<file path="config.mk">
export PLATFORM = sky130hd
export DESIGN_NAME = conv_mac_stream
export DESIGN_NICKNAME = d
export VERILOG_FILES = /design/src/rtl/conv_mac_stream.sv
export SDC_FILE = /design/constraint.sdc
export NUM_CORES = 1
export LEC_CHECK = 0
export ABC_AREA = 1
export BUFFER_PORTS_ARGS = -buffer_cell sky130_fd_sc_hd__buf_4
export CAP_MARGIN = 20
export CORE_MARGIN = 8
export CORE_UTILIZATION = 33
export CTS_CLUSTER_SIZE = 40
export DETAILED_ROUTE_END_ITERATION = 16
export SYNTH_ARGS = -nofsm -noshare
export SYNTH_HDL_FRONTEND = slang
export SYNTH_SLANG_ARGS = --single-unit
</file>
<file path="constraint.sdc">
create_clock -name clk -period 8.4 [get_ports clk]
set_input_delay 1.68 -clock clk [delete_from_list [all_inputs] [get_ports clk]]
set_output_delay 1.68 -clock clk [all_outputs]
set_load 0.05 [all_outputs]
</file>
<file path="src/rtl/conv_mac_stream.sv">
// conv_mac_stream
//
// Streaming multiply-accumulate stage in front of the convolution output
// FIFO. Each output is the wrapped signed sum of TAPS weight*pixel products.
// An output is started only when a FIFO slot is already reserved for it.
// Free slots are tracked as credits = capacity - in_flight.
//
// Ports:
//   clk             rising-edge clock
//   reset           asynchronous, active-low reset
//   IN_AXIS_TDATA   [2*INW-1:INW] signed weight, [INW-1:0] signed pixel
//   IN_AXIS_TVALID  tap pair valid
//   IN_AXIS_TREADY  tap accepted this cycle when high together with TVALID
//   OUT_AXIS_TDATA  signed OUTW-bit result
//   OUT_AXIS_TVALID result valid
//   OUT_AXIS_TREADY FIFO accepts result
//   capacity        free FIFO slots (registered in the FIFO)
//
// Optional build macro CONV_MAC_RELU_EN: negative results are loaded as 0.
// The default build (macro undefined) outputs the raw signed sum.

module conv_mac_stream #(
    parameter  int INW      = 8,
    parameter  int OUTW     = 24,
    parameter  int TAPS     = 9,
    parameter  int DEPTH    = 19,
    localparam int LOGDEPTH = $clog2(DEPTH)
) (
    input  logic                clk,
    input  logic                reset,
    input  logic [2*INW-1:0]    IN_AXIS_TDATA,
    input  logic                IN_AXIS_TVALID,
    output logic                IN_AXIS_TREADY,
    output logic [OUTW-1:0]     OUT_AXIS_TDATA,
    output logic                OUT_AXIS_TVALID,
    input  logic                OUT_AXIS_TREADY,
    input  logic [LOGDEPTH:0]   capacity
);

    localparam int TAPW = (TAPS > 1) ? $clog2(TAPS) : 1;
    localparam int CW   = LOGDEPTH + 1;
    localparam logic [TAPW-1:0] LAST_TAP = TAPW'(TAPS - 1);

    logic                   stall;
    logic                   accept;
    logic                   first_tap;
    logic                   last_tap;
    logic                   out_hs;
    logic [CW-1:0]          credits;
    logic signed [INW-1:0]  pix;
    logic signed [INW-1:0]  wt;
    logic signed [OUTW-1:0] sum;
    logic signed [OUTW-1:0] result;

    logic [TAPW-1:0]          tap_cnt_q,   tap_cnt_d;
    logic signed [2*INW-1:0]  prod_q,      prod_d;
    logic                     p_valid_q,   p_valid_d;
    logic                     p_last_q,    p_last_d;
    logic signed [OUTW-1:0]   acc_q,       acc_d;
    logic signed [OUTW-1:0]   out_data_q,  out_data_d;
    logic                     out_valid_q, out_valid_d;
    logic [CW-1:0]            in_flight_q, in_flight_d;
    logic                     hs_q;

    assign pix       = IN_AXIS_TDATA[INW-1:0];
    assign wt        = IN_AXIS_TDATA[2*INW-1:INW];
    assign stall     = out_valid_q && !OUT_AXIS_TREADY;
    assign credits   = capacity - in_flight_q;
    assign first_tap = (tap_cnt_q == '0);
    assign last_tap  = (tap_cnt_q == LAST_TAP);
    // Gate with reset so the stage never looks ready while held in reset.
    assign IN_AXIS_TREADY = reset && !stall && (!first_tap || (credits != '0));
    assign accept    = IN_AXIS_TVALID && IN_AXIS_TREADY;
    assign out_hs    = out_valid_q && OUT_AXIS_TREADY;

    assign OUT_AXIS_TDATA  = out_data_q;
    assign OUT_AXIS_TVALID = out_valid_q;

    // Size cast of a signed product sign-extends into the accumulator width.
    assign sum = acc_q + OUTW'(prod_q);

`ifdef CONV_MAC_RELU_EN
    assign result = sum[OUTW-1] ? '0 : sum;
`else
    assign result = sum;
`endif

    always_comb begin
        tap_cnt_d   = tap_cnt_q;
        prod_d      = prod_q;
        p_valid_d   = p_valid_q;
        p_last_d    = p_last_q;
        acc_d       = acc_q;
        out_data_d  = out_data_q;
        out_valid_d = out_valid_q;
        in_flight_d = in_flight_q;

        if (!stall) begin
            // Stage 1: register the product of the accepted tap.
            if (accept) begin
                prod_d    = (2*INW)'(wt) * (2*INW)'(pix);
                p_valid_d = 1'b1;
                p_last_d  = last_tap;
                tap_cnt_d = last_tap ? '0 : tap_cnt_q + TAPW'(1);
            end else begin
                p_valid_d = 1'b0;
            end

            // Stage 2: accumulate; the last tap of a window emits the result.
            if (p_valid_q) begin
                if (p_last_q) begin
                    out_data_d  = result;
                    out_valid_d = 1'b1;
                    acc_d       = '0;
                end else begin
                    acc_d = sum;
                end
            end
        end

        // A handshake drops valid unless a new result loaded on this edge.
        if (out_hs && !(p_valid_q && p_last_q && !stall)) begin
            out_valid_d = 1'b0;
        end

        // hs_q delays the release so it lines up with the FIFO's capacity
        // update; credits may briefly under-report, never over-report.
        case ({accept && first_tap, hs_q})
            2'b10:   in_flight_d = in_flight_q + CW'(1);
            2'b01:   in_flight_d = in_flight_q - CW'(1);
            default: in_flight_d = in_flight_q;
        endcase
    end

    always_ff @(posedge clk or negedge reset) begin
        if (!reset) begin
            tap_cnt_q   <= '0;
            prod_q      <= '0;
            p_valid_q   <= 1'b0;
            p_last_q    <= 1'b0;
            acc_q       <= '0;
            out_data_q  <= '0;
            out_valid_q <= 1'b0;
            in_flight_q <= '0;
            hs_q        <= 1'b0;
        end else begin
            tap_cnt_q   <= tap_cnt_d;
            prod_q      <= prod_d;
            p_valid_q   <= p_valid_d;
            p_last_q    <= p_last_d;
            acc_q       <= acc_d;
            out_data_q  <= out_data_d;
            out_valid_q <= out_valid_d;
            in_flight_q <= in_flight_d;
            hs_q        <= out_hs;
        end
    end

endmodule

</file>
==> results.txt <==
- Summed over all cells, the static leakage comes to 5.304 nW.
- The repair_antennas step left the layout with diodes totalling 0.
* Vias per cell: approximately 4.4
* Synth top area cells: sky130_fd_sc_hd__dfrtp_1 (25%), sky130_fd_sc_hd__nand2_1 (21%), sky130_fd_sc_hd__fa_1 (14%), sky130_fd_sc_hd__inv_1 (12%), sky130_fd_sc_hd__ha_1 (10%)
- Effective utilization at floorplan: 0.3367
- Compound-gate portion of the synthesized area: 0.04152
* # clock sinks: 78
* Most frequent cell after synthesis: sky130_fd_sc_hd__nand2_1
* Adder-cell share of the synthesized area: 0.2450
* Total of fill cells in the finished design: 2,560
- Prevailing post-synth register cell: sky130_fd_sc_hd__dfrtp_1
* Comb pwr share: 0.666
- Most numerous cell on the critical path: sky130_fd_sc_hd__inv_1
- In the final routed layout, each cell accounts on average for 12.12 um.
* Number of failing hold endpoints at the final stage: 0
- In this run, CTS created clock tree buffers numbering 9.
- The via count of the first global-routing pass was 6,642.
* Crit start category: input port
- Sequential share of power: 0.209
- Power per standard cell area: 356.3 nW/um2
- Average cell area after synthesis: 6.833 um2
- Class of the most critical setup path: input port to register
- Including well taps, the total number of placed cells is 1,503.
* Post-CTS Setup Inserts: 0
* Highest ir drop seen on vdd: 0.0002178 V
- Cell count after synthesis: 1,160
- After synthesis the cells add up to 7926 um2.
- Wire length of the first global-routing pass: between 30 and 40 mm
* Layout net count: around 1,300
- The initial antenna violation count came to 0.
* Fraction of synthesized cell area taken by the top area cell type: 0.2463
- Port Buf Inserts: 51
- RSZ-0062 raised after global routing: no
* Area share of and/or/nand/nor cells after synthesis: 0.3056
- Number of synthesized flops with an enable pin: 0
- Fin crit period: 5.459 ns
* Layout-stage area growth over the synthesis result: 12.03%
- The routed design has 18.41 mm of wire.
- Syn Nets: 1,307
* Count of max-cap constraint violations: 0
- For the final routed database, the setup TNS stands at 0 ns.
- The root buffer cell chosen for the clock tree is sky130_fd_sc_hd__clkbuf_16.
- Synth cell types: 30
- The final number of max-transition violations came to 0.
- Tot GR Track Use: 0.1349
- Slew HR: 0.2936
- Post-Place Worst Slack: 2.542 ns
- Cell Chain, Critical Path: buf_4, nand2_1, inv_1, fa_1, inv_1, fa_1, inv_1, fa_1, inv_1, fa_1, inv_1, ha_1, nand2_1, nor2_1, nand3_1, nand3_1, nand3_1, nand3_1, nand2_1
* Fin worst setup slack: 2.941 ns
* Largest net degree at the start of global routing: 51
- From left edge to right edge, the die measures about 170 um.
- CTS resizes: 0
- The pre-antenna-repair detailed-routing pass consisted of 4 iterations.
- Counting both buffers and inverters, the worst setup path holds a total of 6.
- Synth warnings: 0
- Clock tree from TritonCTS: yes
* Number of setup violations in the final report: 0
* Max stage delay on crit path: 0.65 ns
- The floorplan step defined a die boundary enclosing 29,230 um2.
- The kind of cell with the highest combined delay along the critical path is adder cells.
- Of the total power, the clock network draws 0.125.
* Die H: 171.0 um
- Placeable core region: between 20,000 and 25,000 um2
- CTS max path bufs: 2
* Final Cycle Share: 0.6499
- Clock Skews: 0.005704 ns
* Endpoint class of the critical path: register
- Number of H-tree levels: 3
- The internal power of the cells totals 0.001535 W.
- Largest fanout on the critical path: 8
* Remaining number of nets flagged by the antenna check after routing: 0
* Data arrival, critical path: ~5.7 ns
- Row generation in the floorplan step produced 56 rows.
* Ports: 52
- The later pin in the worst-skew pair is clocked with a latency of between 0.3 and 0.4 ns.
* Vias after detailed routing: 6,692
- Once layout is complete, the cells apart from fillers number 1,519.
* Cell type with the largest total area after synthesis: sky130_fd_sc_hd__dfrtp_1
- At the pin with the least slew margin, the transition time is 1.058 ns.
* Overflow after GRT: 0
* Max Fclk: between 150 and 200 MHz
- By area, the combinational part of the netlist is dominated by simple AND/OR/NAND/NOR gates.
- For this block, the initial DRC count from the detailed router was roughly 380.
- After clock tree synthesis, the flow added hold-fix buffers numbering 0.
- For this run, asynchronously set or reset flops after synthesis account for 1.000.
- Worst-path clk slew: 0.06 ns
- Synthesis-stage register bit count: 78
* Share of synthesized area occupied by flip-flops and latches: 0.2463
- Final routed DRC violation total: 0
- Final HPWL DP: 15.06 mm
- Hold crit path type: register to register
- The flow ran to the end, and the final reports show no timing, DRC or antenna violations.
- On the critical path, the stage with the largest delay is an instance of sky130_fd_sc_hd__fa_1.
* Share of cell area taken by muxes after synthesis: 0
- Routability-driven placement finished with a final weighted congestion of approximately 0.9.
- Critical Path RT: 8.64 ns
* Sw Pwr: 0.001628 W
- Sorting the synthesized cells by how often they occur yields sky130_fd_sc_hd__nand2_1 (434), sky130_fd_sc_hd__inv_1 (254), sky130_fd_sc_hd__dfrtp_1 (78).
- Fraction of final layout cells sized beyond drive strength 1: 0.06583
- Switching Share: 0.5147
- Of the total synthesized cell area, the portion taken by XOR and XNOR cells is 0.02320.
## routing by layer
metal  up-vias  track usage  part of all wire
li1       3527            -                 -
met1      3055       0.1781              0.49
met2        93       0.2258              0.46
met3        17      0.01936             0.039
met4         0      0.03932             0.014
met5         -            0                 0
## worst register-to-register path, delay by kind of cell, from the launching register on
family	cells	cell delay [ns]
AND/OR/NAND/NOR	11	1.21
flip-flops	1	0.37
XOR/XNOR	1	0.15
AO/OA/AOI/OAI	2	0.28
adder cells (fa/ha/maj)	3	0.98
buffers and inverters	2	0.47
## final cells by class
| cell class | count | area, um2 | area share |
|---|---|---|---|
| repair buffers | 52 | 390.4 | 0.04396 |
| flip-flops and latches | 78 | 1952 | 0.2198 |
| inverters | 257 | 964.7 | 0.1086 |
| well taps | 319 | 399.1 | 0.04495 |
| clock inverters | 3 | 43.79 | 0.004932 |
| multi-input cells | 797 | 4880 | 0.5495 |
| clock buffers | 13 | 250.2 | 0.02818 |
## final timing paths
check / from / end / slack [ns] / cells after the start
max in group asynchronous: reset / acc_q[23]$_DFFE_PN0P_ / 6.16 / 2
min: OUT_AXIS_TDATA[1]$_DFFE_PN0P_ / OUT_AXIS_TDATA[1]$_DFFE_PN0P_ / 0.47 / 2
min in group asynchronous: reset / hs_q$_DFF_PN0_ / 1.25 / 1
min reg2reg: OUT_AXIS_TDATA[1]$_DFFE_PN0P_ / OUT_AXIS_TDATA[1]$_DFFE_PN0P_ / 0.47 / 2
max reg2reg: in_flight_q[3]$_DFFE_PN0P_ / in_flight_q[5]$_DFFE_PN0P_ / 4.81 / 19
max: IN_AXIS_TDATA[2] / prod_q[15]$_DFFE_PN0P_ / 2.94 / 19
## logic make-up after synthesis
family | after synthesis
AO/OA/AOI/OAI | 60
flip-flops | 78
AND/OR/NAND/NOR | 595
XOR/XNOR | 21
buffers and inverters | 285
adder cells (fa/ha/maj) | 121
## power groups by stage
stage / Sequential, W / Combinational (W) / Clock (W)
after detailed placement: 0.000670 / 0.00212 / 0
after global routing: 0.000687 / 0.00242 / 0.000419
after global placement: 0.000666 / 0.00209 / 0
after CTS: 0.000666 / 0.00213 / 0.000406
after floorplan: 0.000834 / 0.00145 / 0
final: 0.000662 / 0.00211 / 0.000395
## registers in the layout, indices dropped and copies added, names as in the netlist
| name | cells |
|---|---|
| OUT_AXIS_TDATA | 24 |
| acc_q | 24 |
| prod_q | 16 |
| in_flight_q | 6 |
| tap_cnt_q | 4 |
| OUT_AXIS_TVALID | 1 |
| hs_q | 1 |
| p_last_q | 1 |
| p_valid_q | 1 |
## stage by stage
step                  util  power (W)  hold slack, ns  area [um2]
floorplan                -   0.002284          0.4531        7926
global placement    0.3647   0.002757          0.4585        8586
detailed placement  0.3647   0.002786          0.4633        8586
CTS                 0.3772   0.003199          0.4779        8880
global route        0.3772   0.003531          0.5063        8880
finish              0.3772   0.003164          0.4701        8880
## layout by cell type, fill, tap and decap left out, types with 9 or more instances in the layout
cell type and n:
sky130_fd_sc_hd__fa_1 57, sky130_fd_sc_hd__buf_4 52, sky130_fd_sc_hd__a21oi_1 23, sky130_fd_sc_hd__nand3b_1 10, sky130_fd_sc_hd__ha_1 64, sky130_fd_sc_hd__clkbuf_16 9, sky130_fd_sc_hd__nor2_1 55, sky130_fd_sc_hd__inv_1 254
sky130_fd_sc_hd__o21ai_0 26, sky130_fd_sc_hd__dfrtp_1 78, sky130_fd_sc_hd__xnor2_1 12, sky130_fd_sc_hd__nand4_1 9, sky130_fd_sc_hd__nand2_1 434, sky130_fd_sc_hd__nand3_1 74, sky130_fd_sc_hd__xor2_1 9
Note: power is estimated with default switching activity, not from simulation.
